$ cat src/rtl/pmem_loader.sv
// Program-memory loader: receives a framed byte stream, writes 16-bit pmem words and keeps the CPU in reset until the checksum verifies.
// Optional PMEM_LOADER_TIMEOUT_EN aborts a frame after TIMEOUT_CYCLES idle cycles mid-frame.
module pmem_loader #(
  parameter int          ADDR_W         = 10,
  parameter logic [7:0]  SYNC_BYTE      = 8'hA5,
  parameter int          TIMEOUT_CYCLES = 65535
) (
  input  logic              clock,
  input  logic              reset,
  input  logic [7:0]        in_data,
  input  logic              in_valid,
  output logic              in_ready,
  output logic              mem_we,
  output logic [ADDR_W-1:0] mem_addr,
  output logic [15:0]       mem_wdata,
  output logic              cpu_reset,
  output logic              done,
  output logic              error
);

  typedef enum logic [3:0] {
    IDLE, LEN_LO, LEN_HI, DATA_LO, DATA_HI, WRITE, CHECK, DONE, ERROR
  } state_t;

  localparam logic [16:0] CAP = 17'(1) << ADDR_W;

  state_t            state, state_d;
  logic [15:0]       count, count_d;
  logic [7:0]        csum, csum_d;
  logic [ADDR_W-1:0] addr_d;
  logic [15:0]       wdata_d;
  logic              cpu_reset_d, done_d, error_d;
  logic              fire;
  logic [16:0]       len;

  assign in_ready = (state != WRITE);
  assign mem_we   = (state == WRITE);
  assign fire     = in_valid && in_ready;
  assign len      = {1'b0, in_data, count[7:0]};

`ifdef PMEM_LOADER_TIMEOUT_EN
  localparam int TO_W = $clog2(TIMEOUT_CYCLES + 1);
  logic [TO_W-1:0] to_cnt, to_cnt_d;
  logic            mid, to_hit;

  assign mid    = (state == LEN_LO) || (state == LEN_HI) || (state == DATA_LO) ||
                  (state == DATA_HI) || (state == CHECK);
  assign to_hit = mid && !fire && (to_cnt == TO_W'(TIMEOUT_CYCLES - 1));

  always_comb begin
    to_cnt_d = '0;
    if (mid && !fire && !to_hit) to_cnt_d = to_cnt + 1'b1;
  end

  always_ff @(posedge clock or negedge reset) begin
    if (!reset) to_cnt <= '0;
    else        to_cnt <= to_cnt_d;
  end
`endif

  always_comb begin
    state_d     = state;
    count_d     = count;
    csum_d      = csum;
    addr_d      = mem_addr;
    wdata_d     = mem_wdata;
    cpu_reset_d = cpu_reset;
    done_d      = done;
    error_d     = error;
    case (state)
      IDLE, DONE, ERROR: begin
        if (fire && in_data == SYNC_BYTE) begin
          state_d     = LEN_LO;
          cpu_reset_d = 1'b1;
          done_d      = 1'b0;
          error_d     = 1'b0;
          addr_d      = '0;
          csum_d      = '0;
        end
      end
      LEN_LO: if (fire) begin
        count_d[7:0] = in_data;
        state_d      = LEN_HI;
      end
      LEN_HI: if (fire) begin
        count_d[15:8] = in_data;
        if (len > CAP) begin
          state_d = ERROR;
          error_d = 1'b1;
        end else if (len == 17'd0) begin
          state_d = CHECK;
        end else begin
          state_d = DATA_LO;
        end
      end
      DATA_LO: if (fire) begin
        wdata_d[7:0] = in_data;
        csum_d       = csum + in_data;
        state_d      = DATA_HI;
      end
      DATA_HI: if (fire) begin
        wdata_d[15:8] = in_data;
        csum_d        = csum + in_data;
        state_d       = WRITE;
      end
      WRITE: begin
        // address wraps to 0 on a full-capacity frame; harmless since we go to CHECK
        addr_d  = mem_addr + 1'b1;
        count_d = count - 16'd1;
        state_d = (count == 16'd1) ? CHECK : DATA_LO;
      end
      CHECK: if (fire) begin
        if (in_data == csum) begin
          state_d     = DONE;
          done_d      = 1'b1;
          cpu_reset_d = 1'b0;
        end else begin
          state_d = ERROR;
          error_d = 1'b1;
        end
      end
      default: state_d = IDLE;
    endcase
`ifdef PMEM_LOADER_TIMEOUT_EN
    if (to_hit) begin
      state_d     = ERROR;
      error_d     = 1'b1;
      cpu_reset_d = 1'b1;
    end
`endif
  end

  always_ff @(posedge clock or negedge reset) begin
    if (!reset) begin
      state     <= IDLE;
      count     <= '0;
      csum      <= '0;
      mem_addr  <= '0;
      mem_wdata <= '0;
      cpu_reset <= 1'b1;
      done      <= 1'b0;
      error     <= 1'b0;
    end else begin
      state     <= state_d;
      count     <= count_d;
      csum      <= csum_d;
      mem_addr  <= addr_d;
      mem_wdata <= wdata_d;
      cpu_reset <= cpu_reset_d;
      done      <= done_d;
      error     <= error_d;
    end
  end

endmodule

$ cat config.mk
export PLATFORM = sky130hd
export DESIGN_NAME = pmem_loader
export DESIGN_NICKNAME = d
export VERILOG_FILES = /design/src/rtl/pmem_loader.sv
export SDC_FILE = /design/constraint.sdc
export NUM_CORES = 1
export LEC_CHECK = 0
export CAP_MARGIN = 20
export CELL_PAD_IN_SITES_DETAIL_PLACEMENT = 0
export CELL_PAD_IN_SITES_GLOBAL_PLACEMENT = 2
export CORE_ASPECT_RATIO = 1.2
export CORE_UTILIZATION = 35
export CTS_CLUSTER_SIZE = 16
export DETAILED_ROUTE_END_ITERATION = 10
export PLACE_DENSITY = 0.91
export SYNTH_ARGS = -nofsm -noshare
export SYNTH_HDL_FRONTEND = slang
export SYNTH_SLANG_ARGS = --single-unit
$ cat constraint.sdc
create_clock -name clock -period 4.9 [get_ports clock]
set_input_delay 0.98 -clock clock [delete_from_list [all_inputs] [get_ports clock]]
set_output_delay 0.98 -clock clock [all_outputs]
set_load 0.1 [all_outputs]
==> flow_summary.toml <==
[outcome]
status = "finished, final reports clean"

[drt]
viasPerCell = 5.524
drc_errors = 0
vias = 2867
first_iter_violations = 192
wire_per_inst_microns = 16.41
drt_wl_total_microns = 8515
first_pass_iters = 4
final_antenna_net_count = 0

[synth]
synth_top_cell_by_area = "dfrtp_1"
synth_top_area_share_pct = 42.70
async_flop_share_pct = 100.0
syn_inst = 353
synth-edff-count = 0
syn_area_per_cell_sq_um = 9.297
syn_area_sq_um = 3282
yosys-top-cells-area = "dfrtp_1 (43%), mux2_2 (6.9%), o21ai_0 (4.0%)"
synth_warnings = 0
yosysUniqueCellTypes = 56
ys_ff_latch = 57
seq_area_frac_synth_pct = 43.50
syn-num-nets = 375
synth_flop_cell = "dfrtp_1"

[sta]
max_slew_margin_pct = 34.24
setup_tns_ps = 0
fin_skew_ps = 7.887
rsz0062_at_grt = "false"
final_min_period_over_clock_period_pct = 72.38
finalSetupViolations = 0
hold_slack_ps = 472.5
worst_slew_pin_slew_ps = 983.3
max_freq_mhz = 281.9
drv_slew = 0
final.min_clock_period_ps = 3547
hold_viol_final = 0

[worst_hold_path]
min_path_type = "register to register"
hold_start = "cpu_reset"
worstHoldPathCells = 2
min_to = "cpu_reset"

[clock_tree]
postCtsSetupBuffers = 0
cts_tree = "built"
htreeDepth = 3
cts_buffer_depth = 2
cts_inserted_buffers = 9
cts.clk_slew.worst_paths_ps = 70
cts_sinks = 57
clk_latency_ps = 350
ctsHoldBuffers = 0
ctsResizeCount = 0
cts_root_buf = "clkbuf_8"

[placement]
place_hpwl_microns = 5940
dpl.cell_count = 503
dpl_cell_area_sq_um = 3804
place.gp.congestion = 0.8419
io_buffers = 41

[layout]
layout-drive-gt1-share_pct = 13.03
syn_to_final_growth_pct = 22.11
nNetsFinal = 416
antenna_cells = 0
final_cells = 519
design_area_sq_um = 4008

[global_route]
grt_pass1_wl_microns = 14200
grt_max_degree = 58
grt_antenna_before_repair = 0
grt.total_usage_pct = 18.68
grt_pass1_vias = 2827
overflow = 0

[setup_path]
r2r_setup_slack_ps = 2570
rr_worst_depth = 8
max_stage_delay_ps = 1160
worstPathArrival_ps = 2570
critPathMaxFanout = 17
crit_chain = "nand4bb_1 > buf_4 > clkdlybuf4s50_1"
critPathSlowestCell = "clkdlybuf4s50_1"
r2r-start = "state[1]"
worstPathRequired_ps = 3920
rr_endpoint = "count[14]"
crit_type = "register to output pin"
start_kind = "register"
worst_setup_path_end_kind = "output pin"

[die]
initial_core_util_pct = 36.14
pin_count = 42
dieArea_sq_um = 9769
core_area_sq_um = 9081
dieHeight_microns = 108.1
fp.dieW_microns = 90.40
rows = 38

[flow_run]
max_cap_viol_count = 0
==> registers in the layout, summed over array words and instances, names as in the netlist <==
| name | cells |
|---|---|
| cpu_reset | 1 |
| mem_wdata | 16 |
| mem_addr | 10 |
| error | 1 |
| done | 1 |
| count | 16 |
| csum | 8 |
| state | 4 |
==> synthesized netlist by cell type, drive strengths merged (7+ instances only) <==
cell    count
dfrtp      56
nand2      33
nor2       29
o21ai      29
nand3      22
mux2       21
a21oi      20
inv        18
clkbuf     12
ha         10
a31oi       7
==> logic make-up (layout without fill, tap and decap cells) <==
kind of cell | count (synthesis) | count (layout) | synth area share, %
AOI/OAI and AO/OA | 87 | 87 | 16.70
xor gates and xnor gates | 8 | 8 | 2.135
adders and majority gates | 11 | 11 | 4.422
buffers and inverters | 32 | 78 | 3.698
DFF | 57 | 57 | 43.50
muxes | 24 | 24 | 8.121
and+or+nand+nor | 134 | 134 | 21.43
==> layer usage <==
metal	global-route usage, %	wire length (microns)	vias up
li1	-	-	1379
met1	23.57	3711	1402
met2	31.57	4206	73
met3	3.446	439	13
met4	7.834	157	0
met5	0	0	-
==> through the flow <==
stage	setup WS, ps	utilization (%)
after floorplan	1831	-
after global placement	1509	41.88
after detailed placement	1445	41.88
after CTS	1335	44.13
after global routing	1251	44.13
final	1353	44.13
==> cell usage in the layout (no fill, tap or decap), types with 4 or more instances in the layout <==
cell type        Yosys  routed
o211ai_1             4       4
nor3_1               6       6
nand3_1             22      22
ha_1                10      10
a31oi_1              7       7
nand4_1              6       6
clkdlybuf4s50_1      0      39
dfrtp_1             56      56
o21ai_0             26      26
inv_1               18      18
buf_4                0       4
clkbuf_8             0      10
nor2_1              29      29
and3_1               5       5
xor2_1               4       4
a311oi_1             6       6
nand2_1             33      33
nor4_1               4       4
xnor2_1              4       4
mux2_2              20      20
a21oi_1             19      19
o22ai_1              4       4
==> how the worst max path moves through the flow <==
stage,startpoint,end,slack [ps],depth (start not counted)
6_report,state[1],in_ready,1350,3
5_1_grt,state[1],in_ready,1250,3
4_1_cts,state[1],in_ready,1330,3
3_5_place_dp,in_data[5],done,1440,6
3_3_place_gp,in_data[3],error,1510,6
2_1_floorplan,state[1],mem_we,1830,5
==> critical path: cells and delay by family (launching register included) <==
family	cells	cell delay [ps]
buffers and inverters	2	1390
and+or+nand+nor	1	190
DFF	1	640
==> cell type report <==
type                       count  area (sq um)
timing repair buffer          44         425.4
inverter                      18         67.56
multi-input combinational    264          1733
clock buffer                  10         137.6
clock inverter                 6         66.31
tap                          120         150.1
sequential                    57          1428
fill                         880          5074
Power is left out: the tool's default activity adds up to more than one toggle a clock period on the data nets, which glitch-free logic cannot reach.
